--- config.mk ---
export PLATFORM = sky130hd
export DESIGN_NAME = cruise_input_conditioner_flat
export DESIGN_NICKNAME = d
export VERILOG_FILES = /design/src/rtl/cruise_input_conditioner_if.sv /design/src/rtl/cruise_input_conditioner.sv /design/src/flat_wrapper.sv
export SDC_FILE = /design/constraint.sdc
export NUM_CORES = 1
export LEC_CHECK = 0
export ABC_AREA = 1
export ABC_CLOCK_PERIOD_IN_PS = 1260
export CAP_MARGIN = 20
export CORE_UTILIZATION = 54
export CTS_CLUSTER_DIAMETER = 120
export CTS_CLUSTER_SIZE = 40
export DETAILED_ROUTE_END_ITERATION = 7
export GPL_ROUTABILITY_DRIVEN = 0
export HOLD_SLACK_MARGIN = 0.03
export PLACE_DENSITY = 0.75
export SYNTH_ARGS = -nofsm -noshare
export SYNTH_HDL_FRONTEND = slang
export SYNTH_SLANG_ARGS = --single-unit
--- constraint.sdc ---
create_clock -name clk -period 1.26 [get_ports clk]
set_input_delay 0.126 -clock clk [delete_from_list [all_inputs] [get_ports clk]]
set_output_delay 0.126 -clock clk [all_outputs]
set_load 0.005 [all_outputs]
--- src/rtl/cruise_input_conditioner_if.sv ---
// Signal bundle between the raw driver switches and the cruise input conditioner.
// The bench drives the raw side through master; the conditioner is the slave.
interface cruise_input_conditioner_if;
    logic throttle_raw;
    logic brake_raw;
    logic set_raw;
    logic resume_raw;
    logic cancel_raw;
    logic accel_raw;
    logic coast_raw;
    logic throttle;
    logic brake;
    logic set;
    logic resume;
    logic cancel;
    logic accel;
    logic coast;
    logic input_fault;

    modport master (
        output throttle_raw, brake_raw, set_raw, resume_raw, cancel_raw, accel_raw, coast_raw,
        input  throttle, brake, set, resume, cancel, accel, coast, input_fault
    );

    modport slave (
        input  throttle_raw, brake_raw, set_raw, resume_raw, cancel_raw, accel_raw, coast_raw,
        output throttle, brake, set, resume, cancel, accel, coast, input_fault
    );
endinterface

--- src/rtl/cruise_input_conditioner.sv ---
// Conditions raw cruise-control switches: synchronize, debounce, edge detect,
// apply brake/cancel priority and auto-repeat accel/coast before the controller FSM.
module cruise_input_conditioner #(
    parameter int DEBOUNCE_CYCLES = 4,
    parameter int REPEAT_DELAY    = 16,
    parameter int REPEAT_RATE     = 4,
    parameter int CNT_W           = 8
) (
    input logic                         clk,
    input logic                         reset,
    cruise_input_conditioner_if.slave   bus
);

    localparam int NCH       = 7;
    localparam int CH_BRAKE  = 1;
    localparam int CH_SET    = 2;
    localparam int CH_RESUME = 3;
    localparam int CH_CANCEL = 4;
    localparam int CH_ACCEL  = 5;
    localparam int CH_COAST  = 6;

    localparam logic [CNT_W-1:0] ONE        = CNT_W'(1);
    localparam logic [CNT_W-1:0] DB_LAST    = CNT_W'(DEBOUNCE_CYCLES - 1);
    localparam logic [CNT_W-1:0] DELAY_LOAD = CNT_W'(REPEAT_DELAY);
    localparam logic [CNT_W-1:0] RATE_LOAD  = CNT_W'(REPEAT_RATE);

    typedef enum logic [1:0] {
        RPT_IDLE,
        RPT_DELAY,
        RPT_REPEAT
    } rpt_state_e;

    logic [NCH-1:0]            raw;
    logic [NCH-1:0]            sync1;
    logic [NCH-1:0]            sync2;
    logic [NCH-1:0]            stable;
    logic [NCH-1:0]            level_s;
    logic [NCH-1:0][CNT_W-1:0] db_cnt;
    logic [NCH-1:CH_SET]       rise_s;
    logic                      brake_lvl;
    logic                      fault_now;
    logic [1:0]                rpt_pulse;

    logic throttle_q, brake_q, set_q, resume_q, cancel_q, fault_q;

    assign raw = {bus.coast_raw, bus.accel_raw, bus.cancel_raw, bus.resume_raw,
                  bus.set_raw, bus.brake_raw, bus.throttle_raw};

    always_ff @(posedge clk or negedge reset) begin
        if (!reset) begin
            sync1 <= '0;
            sync2 <= '0;
        end else begin
            sync1 <= raw;
            sync2 <= sync1;
        end
    end

    // The DEBOUNCE_CYCLES-th consecutive differing sample flips the stable level.
    always_ff @(posedge clk or negedge reset) begin
        if (!reset) begin
            stable <= '0;
            db_cnt <= '0;
        end else begin
            for (int i = 0; i < NCH; i++) begin
                if (sync2[i] == stable[i]) begin
                    db_cnt[i] <= '0;
                end else if (db_cnt[i] >= DB_LAST) begin
                    stable[i] <= sync2[i];
                    db_cnt[i] <= '0;
                end else begin
                    db_cnt[i] <= db_cnt[i] + ONE;
                end
            end
        end
    end

    always_ff @(posedge clk or negedge reset) begin
        if (!reset) begin
            level_s <= '0;
            rise_s  <= '0;
        end else begin
            level_s <= stable;
            rise_s  <= stable[NCH-1:CH_SET] & ~level_s[NCH-1:CH_SET];
        end
    end

    assign brake_lvl = level_s[CH_BRAKE];
    assign fault_now = level_s[CH_ACCEL] & level_s[CH_COAST];

    // Cancel wins over set/resume, set wins over resume, brake blocks everything but cancel.
    always_ff @(posedge clk or negedge reset) begin
        if (!reset) begin
            throttle_q <= 1'b0;
            brake_q    <= 1'b0;
            set_q      <= 1'b0;
            resume_q   <= 1'b0;
            cancel_q   <= 1'b0;
            fault_q    <= 1'b0;
        end else begin
            throttle_q <= level_s[0];
            brake_q    <= brake_lvl;
            cancel_q   <= rise_s[CH_CANCEL];
            set_q      <= rise_s[CH_SET] & ~brake_lvl & ~rise_s[CH_CANCEL];
            resume_q   <= rise_s[CH_RESUME] & ~brake_lvl & ~rise_s[CH_CANCEL] & ~rise_s[CH_SET];
            fault_q    <= fault_now;
        end
    end

    for (genvar j = 0; j < 2; j++) begin : g_repeat
        localparam int CH = CH_ACCEL + j;

        rpt_state_e       state_q, state_d;
        logic [CNT_W-1:0] cnt_q, cnt_d;
        logic             pulse_q, pulse_d;

        always_ff @(posedge clk or negedge reset) begin
            if (!reset) begin
                state_q <= RPT_IDLE;
                cnt_q   <= '0;
                pulse_q <= 1'b0;
            end else begin
                state_q <= state_d;
                cnt_q   <= cnt_d;
                pulse_q <= pulse_d;
            end
        end

        // Only a fresh rise leaves IDLE, so releasing brake or fault never restarts repeat.
        always_comb begin
            state_d = state_q;
            cnt_d   = cnt_q;
            pulse_d = 1'b0;
            if (!level_s[CH] || brake_lvl || fault_now) begin
                state_d = RPT_IDLE;
                cnt_d   = '0;
            end else begin
                case (state_q)
                    RPT_IDLE: begin
                        if (rise_s[CH]) begin
                            pulse_d = 1'b1;
                            state_d = RPT_DELAY;
                            cnt_d   = DELAY_LOAD;
                        end
                    end
                    RPT_DELAY: begin
                        if (cnt_q <= ONE) begin
                            pulse_d = 1'b1;
                            state_d = RPT_REPEAT;
                            cnt_d   = RATE_LOAD;
                        end else begin
                            cnt_d = cnt_q - ONE;
                        end
                    end
                    RPT_REPEAT: begin
                        if (cnt_q <= ONE) begin
                            pulse_d = 1'b1;
                            cnt_d   = RATE_LOAD;
                        end else begin
                            cnt_d = cnt_q - ONE;
                        end
                    end
                    default: begin
                        state_d = RPT_IDLE;
                        cnt_d   = '0;
                    end
                endcase
            end
        end

        assign rpt_pulse[j] = pulse_q;
    end

    assign bus.throttle    = throttle_q;
    assign bus.brake       = brake_q;
    assign bus.set         = set_q;
    assign bus.resume      = resume_q;
    assign bus.cancel      = cancel_q;
    assign bus.accel       = rpt_pulse[0];
    assign bus.coast       = rpt_pulse[1];
    assign bus.input_fault = fault_q;

endmodule
--- src/flat_wrapper.sv ---
// flat-port wrapper written by rule: the top's interface ports become plain ports
module cruise_input_conditioner_flat 
#(
    parameter int DEBOUNCE_CYCLES = 4,
    parameter int REPEAT_DELAY    = 16,
    parameter int REPEAT_RATE     = 4,
    parameter int CNT_W           = 8
)
  (clk, reset, bus_throttle_raw, bus_brake_raw, bus_set_raw, bus_resume_raw, bus_cancel_raw, bus_accel_raw, bus_coast_raw, bus_throttle, bus_brake, bus_set, bus_resume, bus_cancel, bus_accel, bus_coast, bus_input_fault);
  cruise_input_conditioner_if bus_i ();
  input logic clk;
  input logic reset;
  input wire logic [$bits(bus_i.throttle_raw)-1:0] bus_throttle_raw;
  input wire logic [$bits(bus_i.brake_raw)-1:0] bus_brake_raw;
  input wire logic [$bits(bus_i.set_raw)-1:0] bus_set_raw;
  input wire logic [$bits(bus_i.resume_raw)-1:0] bus_resume_raw;
  input wire logic [$bits(bus_i.cancel_raw)-1:0] bus_cancel_raw;
  input wire logic [$bits(bus_i.accel_raw)-1:0] bus_accel_raw;
  input wire logic [$bits(bus_i.coast_raw)-1:0] bus_coast_raw;
  output wire logic [$bits(bus_i.throttle)-1:0] bus_throttle;
  output wire logic [$bits(bus_i.brake)-1:0] bus_brake;
  output wire logic [$bits(bus_i.set)-1:0] bus_set;
  output wire logic [$bits(bus_i.resume)-1:0] bus_resume;
  output wire logic [$bits(bus_i.cancel)-1:0] bus_cancel;
  output wire logic [$bits(bus_i.accel)-1:0] bus_accel;
  output wire logic [$bits(bus_i.coast)-1:0] bus_coast;
  output wire logic [$bits(bus_i.input_fault)-1:0] bus_input_fault;
  assign bus_i.throttle_raw = bus_throttle_raw;
  assign bus_i.brake_raw = bus_brake_raw;
  assign bus_i.set_raw = bus_set_raw;
  assign bus_i.resume_raw = bus_resume_raw;
  assign bus_i.cancel_raw = bus_cancel_raw;
  assign bus_i.accel_raw = bus_accel_raw;
  assign bus_i.coast_raw = bus_coast_raw;
  assign bus_throttle = bus_i.throttle;
  assign bus_brake = bus_i.brake;
  assign bus_set = bus_i.set;
  assign bus_resume = bus_i.resume;
  assign bus_cancel = bus_i.cancel;
  assign bus_accel = bus_i.accel;
  assign bus_coast = bus_i.coast;
  assign bus_input_fault = bus_i.input_fault;
  cruise_input_conditioner #(.DEBOUNCE_CYCLES(DEBOUNCE_CYCLES), .REPEAT_DELAY(REPEAT_DELAY), .REPEAT_RATE(REPEAT_RATE), .CNT_W(CNT_W)) u_core (.clk(clk), .reset(reset), .bus(bus_i));
endmodule
==> flow_summary_export.csv <==
group,metric,value,unit
clocking,clk_latency,0.51,ns
sta,hold_viol_final,0,
worst_setup_path,worst-path-buf-inv,1,
finish,drive_above_1_share,26.8,%
worst_setup_path,r2r_end,"u_core.g_repeat[1].cnt_q[1]",
worst_setup_path,worst_setup_path_end_kind,"flip-flop",
global_routing,grt_max_degree,37,
min_path,min_to,"u_core.sync1[6]",
worst_setup_path,cp.depth,7,
clocking,numClockSinks,117,
worst_setup_path,cp_cell_sequence,"buf_6 > ha_4 > o21ai_2 > nor2_2 > nor2_1 > nand3_1 > o21ai_1",
clocking,cts_buffer_depth,2,
routing,num_vias,3087,
global_routing,overflow,0,
synthesis,synthArstFlopShare,100,%
clocking,root_buffer,"clkbuf_8",
finish,nFillCells,466,
synthesis,ys_seq_area_share,65.0,%
synthesis,ys_types,23,
floorplan,die_w,93.3,microns
placement,place_hpwl,4930,microns
sta,setup_viol,14,
synthesis,ys_warn_count,0,
worst_setup_path,r2r_cells,7,
synthesis,synth-main-ff-cell,"dfrtp_1",
global_routing,grt_antenna_before_repair,0,
worst_setup_path,rr_startpoint,"u_core.g_repeat[1].cnt_q[0]",
worst_setup_path,start_kind,"flip-flop",
placement,numPortBuffers,16,
finish,n_antenna_cell,0,
sta,maxSlewViolCount,0,
synthesis,synth_cells,426,
finish,finalNetCount,569,
min_path,min_path_cells,1,
floorplan,fp.coreArea,0.00789,sq mm
worst_setup_path,r2r_slack,-0.1,ns
sta,fmaxAchievable,737,MHz
floorplan,num_rows,32,
floorplan,initial_core_util,57.1,%
synthesis,synth_area,0.00450,sq mm
worst_setup_path,required,1.67,ns
sta,min_period_over_period,108,%
routing,drt_iter0_drc,94,
pwr,power_per_cell_area,1510,mW/mm^2
sta,rsz0062_at_grt,"yes",
placement,place_ws,-0.0895,ns
floorplan,io_pins,17,
clocking,htree_levels,4,
clocking,numCtsBuffers,17,
worst_setup_path,slowest_stage,"dfrtp_1",
finish,syn_to_final_growth,35.6,%
min_path,hold_class,"primary input to flip-flop",
synthesis,ys_ff_latch,117,
placement,place_area,0.00519,sq mm
finish,post-route-util,77.4,%
placement,placed_cells,611,
outcome,run_status,"finished with violations",
routing,avgViaCountPerCell,4.72,
sta,fin_skew,0.0102,ns
global_routing,grt_pass1_wl,13700,microns
routing,drt-total-wl,8360,microns
pwr,vdd_drop_max,1.55,mV
routing,drc,0,
finish,final_cell_mix,"dfrtp_1, nand2_1, nor2_1",
worst_setup_path,crit_type,"flip-flop to flip-flop",
finish,layout_commonest_cell,"dfrtp_1",
worst_setup_path,path_max_fanout,3,
synthesis,synth-edff-count,0,
worst_setup_path,worstPathArrival,1.77,ns
sta,min_period,1.36,ns
worst_setup_path,slowest_delay,0.41,ns
pwr,leakage,3.07,nW
finish,design_area,0.00611,sq mm
finish,stdcell_count,654,
synthesis,syn_avg_cell_area,10.6,sq um
routing,post_drt_wl_per_cell,12.8,microns
sta,fin_ws,-0.0973,ns
floorplan,design.die.area,0.00871,sq mm
flow_run,maxCapViolations,0,
worst_setup_path,crit_family,"flip-flops",
routing,detail-route-antenna-nets,0,
global_routing,track_usage,21.1,%
outcome,violations,"setup timing",
clocking,cts_tree,"yes",
global_routing,grt_pass1_vias,3106,
routing,dr.pass1.iters,4,
clocking,clkTransAtPathRegs,0.06,ns
min_path,min_from,"bus_coast_raw",
floorplan,die_h,93.3,microns
==> Yosys cell counts (all sizes together), types with 2 or more instances <==
cell type	n	area share, %
nand3b	2	0.69
inv	58	4.8
xor2	9	1.8
nand4	7	0.97
xnor2	2	0.39
nand2	85	7.3
nand3	23	2.6
nor2	62	6.1
o21ai	19	2.1
nor3b	2	0.33
o22ai	2	0.28
ha	21	5.8
dfrtp	117	65
a21oi	5	0.56
nor3	10	1.1
==> worst max path at each step <==
stage	startpoint	end	slack, ns
floorplan	u_core.g_repeat[1].state_q[0]	u_core.g_repeat[1].cnt_q[5]	0.003
global placement	u_core.g_repeat[0].state_q[0]	u_core.g_repeat[0].state_q[0]	-0.04
detailed placement	u_core.g_repeat[0].state_q[0]	u_core.g_repeat[0].state_q[0]	-0.09
CTS	u_core.g_repeat[0].cnt_q[1]	u_core.g_repeat[0].cnt_q[6]	-0.05
global route	u_core.g_repeat[1].cnt_q[1]	u_core.g_repeat[1].cnt_q[4]	-0.18
finish	u_core.g_repeat[1].cnt_q[0]	u_core.g_repeat[1].cnt_q[1]	-0.1
==> per-stage QoR <==
| step | hold slack (ns) | setup TNS, ns | power, mW |
|---|---|---|---|
| floorplan | -0.170 | 0 | 4.31 |
| global placement | -0.00298 | -0.0898 | 4.55 |
| detailed placement | -0.00568 | -0.591 | 4.57 |
| CTS | 0.0301 | -0.370 | 9.25 |
| global route | 0.0410 | -2.42 | 9.58 |
| finish | 0.0542 | -0.638 | 9.22 |
==> timing repair <==
item / CTS / global route
setup endpoints to repair: 31 / 36
pin swaps: 22 / 26
hold buffers: 2 / 1
buffers inserted: 3 / 5
endpoints found under the hold margin: 117 / 1
resized for setup: 52 / 33
==> area by class of cell <==
cell class | instances | area, sq um | area share, %
sequential | 117 | 2930 | 48.0
multi-input combinational | 291 | 1770 | 28.9
timing repair buffer | 53 | 487 | 7.97
clock buffer | 17 | 414 | 6.78
inverter | 59 | 224 | 3.67
clock inverter | 15 | 160 | 2.62
tap | 102 | 128 | 2.09
==> metal layers <==
metal	track usage, %	share of wire (%)	wire, microns
met2	36.3	55	4600
met3	6.42	3.1	258
met5	0	0	0
met1	24.9	40	3360
met4	7.82	1.7	138
==> where the power goes <==
group	internal, mW	switching, mW
logic	0.270	0.383
registers	3.91	0.0802
clock network	2.71	1.87
total	6.89	2.33
==> flip-flops by register name (all words and copies together) (netlist names) <==
name                     count
u_core.bus.throttle          1
u_core.g_repeat.state_q      4
u_core.g_repeat.cnt_q       16
u_core.rise_s                5
u_core.bus.cancel            1
u_core.bus.brake             1
u_core.bus.set               1
u_core.stable                7
u_core.bus.coast             1
u_core.sync1                 7
u_core.bus.input_fault       1
u_core.bus.accel             1
u_core.sync2                 7
u_core.bus.resume            1
u_core.db_cnt               56
u_core.level_s               7
==> cell families after synthesis <==
logic type / Yosys count / synth area share (%)
other: 1 / 0.0833
buffers and inverters: 59 / 4.92
XOR/XNOR: 11 / 2.14
adder cells (fa/ha/maj): 21 / 5.84
AND/OR/NAND/NOR: 191 / 19.0
AO/OA/AOI/OAI: 26 / 2.95
flip-flops: 117 / 65.0
Note: power is estimated with default switching activity, not from simulation.
